--- src/rtl/alu_pkg.sv ---
// rtl/alu_pkg.sv - shared ALU constants, state encodings and helpers
package alu_pkg;

    localparam int ALU_DEFAULT_WIDTH = 8;
    localparam int ALU_DEFAULT_DIGIT = 1;

    typedef enum logic [1:0] {
        ST_IDLE = 2'd0,
        ST_RUN  = 2'd1,
        ST_DONE = 2'd2
    } alu_state_t;

    // Counter must hold 0..n-1 and never collapse to zero width.
    function automatic int cnt_width(input int n);
        return (n > 1) ? $clog2(n) : 1;
    endfunction

endpackage

--- src/rtl/full_sub_1bit.sv ---
// rtl/full_sub_1bit.sv - one-bit full subtractor from two half subtractors
module full_sub_1bit (
    input  logic a,
    input  logic b,
    input  logic bin,
    output logic d,
    output logic bout
);

    logic d1;
    logic b1;
    logic b2;

    assign d1   = a ^ b;
    assign b1   = ~a & b;
    assign d    = d1 ^ bin;
    assign b2   = ~d1 & bin;
    assign bout = b1 | b2;

endmodule

--- src/rtl/serial_sub_nbit.sv ---
// rtl/serial_sub_nbit.sv - digit-serial subtractor a - b - bin with flags
module serial_sub_nbit
    import alu_pkg::*;
#(
    parameter int WIDTH = ALU_DEFAULT_WIDTH,
    parameter int DIGIT = ALU_DEFAULT_DIGIT
) (
    input  logic             clk,
    input  logic             rst_n,
    input  logic             start,
    input  logic [WIDTH-1:0] a,
    input  logic [WIDTH-1:0] b,
    input  logic             bin,
    output logic             busy,
    output logic             done,
    output logic [WIDTH-1:0] d,
    output logic             bout,
    output logic             zero,
    output logic             ovf
);

    localparam int N     = WIDTH / DIGIT;
    localparam int CNT_W = cnt_width(N);

    generate
        if ((WIDTH < 2) || (DIGIT < 1) || ((WIDTH % DIGIT) != 0)) begin : g_bad_param
            $error("serial_sub_nbit: WIDTH must be >= 2 and a multiple of DIGIT");
        end
    endgenerate

    alu_state_t state;
    alu_state_t state_nx;

    logic [CNT_W-1:0]       cnt;
    logic [WIDTH-1:0]       a_sh;
    logic [WIDTH-1:0]       b_sh;
    logic [WIDTH-1:0]       r_sh;
    logic                   brw_q;
    logic                   a_msb;
    logic                   b_msb;
    logic                   accept;
    logic                   last;
    logic [DIGIT:0]         chain;
    logic [DIGIT-1:0]       slice;
    logic [WIDTH+DIGIT-1:0] r_cat;
    logic [WIDTH-1:0]       r_nx;

    assign accept = start && (state != ST_RUN);
    assign last   = (cnt == CNT_W'(N - 1));
    assign busy   = (state == ST_RUN);
    assign done   = (state == ST_DONE);

    assign chain[0] = brw_q;

    generate
        for (genvar i = 0; i < DIGIT; i++) begin : g_cell
            full_sub_1bit u_cell (
                .a    (a_sh[i]),
                .b    (b_sh[i]),
                .bin  (chain[i]),
                .d    (slice[i]),
                .bout (chain[i+1])
            );
        end
    endgenerate

    // New slice enters at the top; after N cycles the LSB slice sits at bit 0.
    assign r_cat = {slice, r_sh};
    assign r_nx  = r_cat[WIDTH+DIGIT-1:DIGIT];

    always_ff @(posedge clk or negedge rst_n) begin
        if (!rst_n) begin
            state <= ST_IDLE;
        end else begin
            state <= state_nx;
        end
    end

    always_comb begin
        state_nx = state;
        case (state)
            ST_IDLE: if (start) state_nx = ST_RUN;
            ST_RUN:  if (last)  state_nx = ST_DONE;
            ST_DONE: state_nx = start ? ST_RUN : ST_IDLE;
            default: state_nx = ST_IDLE;
        endcase
    end

    always_ff @(posedge clk or negedge rst_n) begin
        if (!rst_n) begin
            cnt   <= '0;
            a_sh  <= '0;
            b_sh  <= '0;
            r_sh  <= '0;
            brw_q <= 1'b0;
            a_msb <= 1'b0;
            b_msb <= 1'b0;
            d     <= '0;
            bout  <= 1'b0;
            zero  <= 1'b0;
            ovf   <= 1'b0;
        end else if (accept) begin
            cnt   <= '0;
            a_sh  <= a;
            b_sh  <= b;
            r_sh  <= '0;
            brw_q <= bin;
            a_msb <= a[WIDTH-1];
            b_msb <= b[WIDTH-1];
        end else if (state == ST_RUN) begin
            a_sh  <= a_sh >> DIGIT;
            b_sh  <= b_sh >> DIGIT;
            r_sh  <= r_nx;
            brw_q <= chain[DIGIT];
            if (!last) begin
                cnt <= cnt + CNT_W'(1);
            end else begin
                d    <= r_nx;
                bout <= chain[DIGIT];
                zero <= (r_nx == '0);
                ovf  <= (a_msb != b_msb) && (r_nx[WIDTH-1] != a_msb);
            end
        end
    end

endmodule

--- config.mk ---
export PLATFORM = sky130hd
export DESIGN_NAME = serial_sub_nbit
export DESIGN_NICKNAME = d
export VERILOG_FILES = /design/src/rtl/alu_pkg.sv /design/src/rtl/full_sub_1bit.sv /design/src/rtl/serial_sub_nbit.sv
export SDC_FILE = /design/constraint.sdc
export NUM_CORES = 1
export LEC_CHECK = 0
export CAP_MARGIN = 20
export CORE_MARGIN = 5
export CORE_UTILIZATION = 52
export CTS_CLUSTER_SIZE = 10
export DETAILED_ROUTE_END_ITERATION = 10
export GPL_ROUTABILITY_DRIVEN = 0
export PLACE_DENSITY = 0.76
export SYNTH_ARGS = -nofsm -noshare
export SYNTH_HDL_FRONTEND = slang
export SYNTH_SLANG_ARGS = --single-unit
--- constraint.sdc ---
create_clock -name clk -period 2.1 [get_ports clk]
set_input_delay 0.42 -clock clk [delete_from_list [all_inputs] [get_ports clk]]
set_output_delay 0.42 -clock clk [all_outputs]
set_load 0.1 [all_outputs]
# Word level (Yosys, flattened, before mapping)
# Cells that the tools add are included.
dict set report totals {
  romBits 0
  latch_bits 0
  n_memories 0
  mem_bits_rw 0
  regBits 43
  inputBits 20
  output_inout_bits 13
  wordCells 53
}
dict set report classes {
  n_eq_ne 9
  shift 0
  n_lt_le_gt_ge 0
  addsub 1
  bitwise_logic 8
  reduce_logical 8
  mux 15
  mul 0
  div 0
}
# operator n
set ops {}
lappend ops {{two-way mux 8 bit} 6}
lappend ops {{two-way mux 3 bit} 3}
lappend ops {{zero test 8 bit} 1}
lappend ops {{case mux 2 bit (3 select lines)} 1}
lappend ops {{two-way mux 2 bit} 2}
lappend ops {{inequality test 2 x 1 -> 1 bit, second input constant} 2}
lappend ops {{inequality test 2 bit, second input constant} 2}
lappend ops {{AND reduction 2 bit} 2}
lappend ops {{adder 3 x 1 -> 3 bit, second input constant} 1}
lappend ops {{equality test 3 bit, second input constant} 1}
lappend ops {{two-way mux 1 bit} 3}
lappend ops {{NOT 1 bit} 3}
lappend ops {{AND reduction 3 bit} 1}
lappend ops {{bitwise AND 1 bit} 2}
lappend ops {{equality test 2 x 1 -> 1 bit, second input constant} 1}
lappend ops {{equality test 2 bit, second input constant} 1}
lappend ops {{logical AND 1 bit} 2}
lappend ops {{zero test 2 bit} 1}
lappend ops {{inequality test 1 bit} 2}
lappend ops {{nonzero test 2 bit} 1}
lappend ops {{XOR 1 bit} 2}
lappend ops {{bitwise OR 1 bit} 1}

# Logic depth before layout (Yosys ltp)
# Gate-level depths: netlist of run 1.
dict set report depth {
  ltp_word 6
  mapped_depth 6
  depth_no_buf 5
}

# Modules after synthesis
# Synthesis of run 1 repeated with hierarchy kept, for this count alone.
dict set report unflattened {
  hier_cells 161
  hier_area_um2 1975.6
}
# mod area_per_inst_um2 seq_area_each_um2 cells_per_inst n_inst
set modules_own_cells {}
lappend modules_own_cells {serial_sub_nbit 1944.4 1051.0 157 1}
lappend modules_own_cells {full_sub_1bit 31.3 0.0 4 1}

# Least setup slack after synthesis of run 1
# No wires, ideal clock.
dict set report synth_timing {
  path_type {reg-to-output}
  startpoint {reg state[0]}
  endpoint {out done}
  slack_ns -0.093
  required_time_ns 1.680
  stages_incl_launch_ff 2
  arrival_ns 1.773
  n_path_buf 0
  cell_sequence {dfrtp_1 > nor2b_1}
}
dict set report synth_via {
  elab_chain_len 1
}
# element line_no
set synth_lines {}
lappend synth_lines {{from (decl)} serial_sub_nbit.sv:31} ;# alu_state_t state;
lappend synth_lines {{from (signal assigned)} serial_sub_nbit.sv:75} ;# state <= state_nx;
lappend synth_lines {{equality test 2 bit} serial_sub_nbit.sv:51} ;# assign done = (state == ST_DONE);
lappend synth_lines {{to (decl)} serial_sub_nbit.sv:15} ;# output logic done,
# No other way between the ends.

# Final worst setup path of run 1
dict set report layout_timing {
  startpoint {reg state[1]}
  endpoint {out busy}
}
dict set report layout_via {
  elab_chain_len 1
}
# element line_no
set layout_lines {}
lappend layout_lines {{equality test 2 x 1 -> 1 bit} serial_sub_nbit.sv:50} ;# assign busy = (state == ST_RUN);
lappend layout_lines {{to (decl)} serial_sub_nbit.sv:14} ;# output logic busy,
# No other way between the ends.

==> metrics, run 1 <==
Final min period=1.90 ns; die area=4890 um2; Cells after Synth=162; initial antenna violation count=0; cell taking the most area after synthesis=dfrtp_1; root buf cell=clkbuf_4; met2 WL=1.86 mm; Final ANT Viol Nets=0; Antenna diodes=0; # IOs=33; Post-synth EDFFs=0; postcts setup bufs=0; top routing layer in use=met4; slowest library cell on the worst path=dfrtp_1; area of the mapped netlist=1870 um2; count leader, synth=dfrtp_1; port bufs=32; crit end category=primary output; Max Cap Violations=0; Worst Tran Pin Value=0.491 ns; sinks on the clock net=42; Post-CTS Resized=0; Num CTS Buffers=5; final number of max-transition violations=0; # placed instances=235; met3 wire len=~180 um; num rows=21; crit share post-route=90.4%; register bit total from synthesis=42; area occupied by multi-input gates=734 um2; Storage cell area=around 1100 um2; largest net degree at the start of global routing=32; First-pass DRT Iterations=4; Layout Nets=220; Buf/Inv on CP=2; wl on met1=1.50 mm; vias in the first global route=about 1.3k; global route overflow=0; RSZ-0062 raised after global routing=false; post-synthesis cell type count=25; Max Freq=527 MHz; DPL Wire Length=2.63 mm; final WL=3.59 mm; Final Setup Violations=0; post-route clock skew=roughly 0.011 ns; Top FF cell, synth=dfrtp_1; Worst Setup Path Type=flip-flop to primary output; Die Height=69.9 um; first-pass GRT wire length=around 6.2 mm; CTS H-tree depth=2; Setup crit start kind=flip-flop; share of cells above drive strength 1=between 10% and 20%; slew margin rel.=67.3%; worst-case clock buffer depth=2; Seq/Total Area, Yosys=56.3%; Post-synth top cells=dfrtp_1 (42), nand2_1 (34), o21ai_0 (24); Largest stage delay, worst path=0.41 ns; DIE WIDTH=around 70 um; Syn. warnings=0; CP arrival=between 1 and 1.5 ns; status=finished clean; Area Growth Syn to Fin=22.3%; Global Route Usage Sum=between 10% and 20%; worst path required time=~1.7 ns; syn_area_per_cell=roughly 12 um2; crit-path leading delay family=buffers and inverters; top-area cell type share of the netlist area=56.3%; HP Class=input port to async pin; Post-CTS Hold Buffers=0; worst skew pair latency=0.36 ns; Non-Filler Instances=243; Initial Util=roughly 55%; DRT iter0 DRCs=61; Avg WL per Cell=14.8 um; via/cell ratio=5.22; Fill cells=279; CP Max Fanout=17; Area contributors post-synth=dfrtp_1 (56%), mux2i_1 (8.6%), nand2_1 (6.8%); asr flop ratio synth=100%; core area=3420 um2; Via Count=1269; TritonCTS clock tree=done; post-route setup TNS=0 ns; Fin. Hold Viols=0; # DRC=0; Worst-path clk slew=0.12 ns; syn_nets=186; worst path cell trace=nand2b_2, inv_2, buf_12
==> sequential cells by signal, summed over array words and instances, names as in the netlist <==
signal	cells
ovf	1
a_msb	1
zero	1
b_msb	1
bout	1
state	2
a_sh	8
d	8
cnt	3
b_sh	8
r_sh	7
brw_q	1
==> routing by layer <==
| metal | vias to the layer above | global-route usage (%) |
|---|---|---|
| li1 | 617 | - |
| met1 | 619 | 20.1 |
| met2 | 27 | 26.5 |
| met3 | 6 | 5.45 |
| met4 | 0 | 5.11 |
| met5 | - | 0 |
==> logic make-up after synthesis <==
kind of cell               synth area share [%]
AOI/OAI and AO/OA                          9.25
and+or+nand+nor                            10.7
adders and majority gates                  3.49
muxes                                      15.8
DFF                                        56.3
buffers and inverters                      4.49
==> per-stage QoR <==
step	util (%)	worst slack (ns)	hold WS, ns	cell area (um2)
after floorplan	-	0.431	0.124	1870
after global placement	64.7	0.393	0.406	2210
after detailed placement	64.7	0.334	0.411	2210
after CTS	66.8	0.186	0.0127	2280
after global routing	66.8	0.109	0.0408	2280
final	66.8	0.201	0.00754	2280
==> worst register-to-register path: stages (launching register included) <==
cell	delay, ns
dfrtp_1	0.41
ha_1	0.20
ha_1	0.24
nand3b_4	0.22
o21ai_2	0.12
mux2_2	0.29
==> cells in the final DEF, fill, tap and decap left out, types with 3 or more instances in the layout <==
cell type / count
buf_4: 13
nor2_1: 4
inv_1: 5
nand2_1: 34
o21ai_0: 24
mux2i_1: 16
dfrtp_1: 42
mux2_2: 8
clkdlybuf4s50_1: 18
mux2_4: 3
buf_12: 3
clkbuf_4: 5
==> worst paths after layout <==
check / to / slack [ns] / depth (start not counted) / from
min in group clk: zero$_DFFE_PN0P_ / 0.49 / 2 / zero$_DFFE_PN0P_
hold / removal: b_sh[1]$_DFFE_PN0P_ / 0.008 / 1 / rst_n
max in group asynchronous: state[1]$_DFFE_PN0P_ / 1.60 / 2 / rst_n
hold reg to reg: zero$_DFFE_PN0P_ / 0.49 / 2 / zero$_DFFE_PN0P_
setup reg to reg: cnt[0]$_DFFE_PN0P_ / 0.51 / 5 / cnt[0]$_DFFE_PN0P_
setup / recovery: busy / 0.20 / 3 / state[1]$_DFFE_PN0P_
==> cell type report <==
cell class | instances | share of cell area (%)
Tap cell | 46 | 2.52
Clock buffer | 7 | 1.97
Sequential cell | 42 | 46.0
Clock inverter | 1 | 1.32
Multi-Input combinational cell | 106 | 32.2
Inverter | 6 | 0.986
Timing Repair Buffer | 35 | 15.0
Power of run 1 is left out: the tool's default activity adds up to more than one toggle a clock period on the data nets, which glitch-free logic cannot reach.
==> run 2, diff against run 1 <==
- MAX_ROUTING_LAYER: unset -> met4
==> run 2 against run 1 <==
  * Via count shrank 0.24%
  * Worst hold slack better by 0.0017 ns
  * Cell area unchanged
  * Flip-flop and latch count did not move
  * Utilization did not move
  * Global-route usage is 0.46 points higher
  * Non-clock buffer count stayed put
  * Clock skew grew 0.00051 ns
  * Critical endpoint unchanged
  * Setup slack better by 0.00095 ns
  * Critical path type unchanged
  * First-iteration DRC count is 11% higher
==> metrics, run 2 (synthesized netlist as in run 1, its figures left out) <==
RSZ-0062 raised after global routing=false (unchanged); Placement Cell Area=2210 um2 (unchanged); Final ANT Viol Nets=0 (unchanged); Global Route Usage Sum=16.6% (was 16.2%); slew margin rel.=67.3% (about the same); status=finished clean (unchanged); Largest stage delay, worst path=0.49 ns (was 0.41 ns); first-pass GRT wire length=6.22 mm (about the same); global route overflow=0 (unchanged); core area=3420 um2 (unchanged); worst-case clock buffer depth=2 (unchanged); TritonCTS clock tree=done (unchanged); Area Growth Syn to Fin=22.3% (unchanged); sinks on the clock net=42 (unchanged); met3 wire len=151 um (was 175 um); worst skew pair latency=0.35 ns (was 0.36 ns); final number of max-transition violations=0 (unchanged); top routing layer in use=met4 (unchanged); DPL Wire Length=2.63 mm (unchanged); crit end category=primary output (unchanged); Max Cap Violations=0 (unchanged); largest net degree at the start of global routing=32 (unchanged); Fin. Hold Viols=0 (unchanged); DRT iter0 DRCs=68 (was 61); Initial Util=54.7% (unchanged); postcts setup bufs=0 (unchanged); vias in the first global route=1307 (was 1306); worst path required time=1.68 ns (about the same); Avg WL per Cell=14.8 um (about the same); CTS H-tree depth=2 (unchanged); root buf cell=clkbuf_4 (unchanged); dpl ws=0.334 ns (unchanged); most frequent cells in the layout=dfrtp_1 (42), nand2_1 (34), o21ai_0 (24) (unchanged); DIE WIDTH=69.9 um (unchanged); wl on met1=1.55 mm (was 1.50 mm); Worst Setup Path Type=flip-flop to primary output (unchanged); Max Freq=527 MHz (about the same); Layout Nets=220 (unchanged); slowest library cell on the worst path=dfrtp_1 (unchanged); crit-path leading delay family=flip-flops (was buffers and inverters); Buf/Inv on CP=2 (unchanged); Storage cell area=1050 um2 (unchanged); First-pass DRT Iterations=4 (unchanged); Final min period=1.90 ns (about the same); HP Class=input port to async pin (unchanged); final WL=3.60 mm (was 3.59 mm); CP Max Fanout=17 (unchanged); crit share post-route=90.4% (about the same); Via Count=1266 (was 1269); Num CTS Buffers=5 (unchanged); initial antenna violation count=0 (unchanged); FF-to-FF path depth=5 (unchanged); Final Setup Violations=0 (unchanged); via/cell ratio=5.21 (was 5.22); post-route clock skew=0.0118 ns (was 0.0113 ns); post-route setup TNS=0 ns (unchanged); Die Height=69.9 um (unchanged); # DRC=0 (unchanged); Post-CTS Hold Buffers=0 (unchanged); Worst Tran Pin Value=0.491 ns (about the same); Fill cells=279 (unchanged); final worst setup slack=0.202 ns (was 0.201 ns); die area=4890 um2 (unchanged); most common cell after layout, fill and taps aside=dfrtp_1 (unchanged); port bufs=32 (unchanged); worst path cell trace=nand2b_2, inv_2, buf_12 (unchanged); path length in cells of the critical path=3 (unchanged); # IOs=33 (unchanged); num rows=21 (unchanged); area occupied by multi-input gates=734 um2 (unchanged); fin area=2280 um2 (unchanged); share of cells above drive strength 1=19.8% (unchanged); CP arrival=1.48 ns (about the same); Post-CTS Resized=0 (unchanged); Worst-path clk slew=0.12 ns (about the same); met2 WL=1.84 mm (was 1.86 mm); Antenna diodes=0 (unchanged); Largest regs=a_sh x8, b_sh x8, d x8 (unchanged); Setup crit start kind=flip-flop (unchanged)
-- run 2: cell counts in the layout (fill, tap and decap cells not counted) --
No cell type changed its count.
-- run 2: area by class of cell --
cell class	count	share of cell area [%]
Sequential cell	42	46.0
Multi-Input combinational cell	106	32.2
Timing Repair Buffer	35	15.0
Tap cell	46	2.52
Clock buffer	7	1.97
Clock inverter	1	1.32
Inverter	6	0.986
-- run 2: through the flow --
stage	hold WS, ns	std cells	util (%)
2_1_floorplan	0.124	162	-
3_3_place_gp	0.406	235	64.7
3_5_place_dp	0.411	235	64.7
4_1_cts	0.0127	243	66.8
5_1_grt	0.0408	243	66.8
6_report	0.00927	243	66.8
-- run 2: worst paths after layout --
check,from,endpoint,slack (ns)
worst max-delay path,state[0]$_DFFE_PN0P_,busy,0.20
worst min-delay path,rst_n,b_sh[1]$_DFFE_PN0P_,0.009
worst max register to register,cnt[0]$_DFFE_PN0P_,cnt[0]$_DFFE_PN0P_,0.51
worst min register to register,zero$_DFFE_PN0P_,zero$_DFFE_PN0P_,0.49
max in group asynchronous,rst_n,cnt[2]$_DFFE_PN0P_,1.60
min in group clk,zero$_DFFE_PN0P_,zero$_DFFE_PN0P_,0.49
-- run 2: routing by layer --
layer	global-route usage, %	vias up
li1	-	616
met1	20.6	617
met2	26.3	27
met3	5.02	6
met4	5.11	0
met5	-	-
Power of run 2 is left out for the same reason.
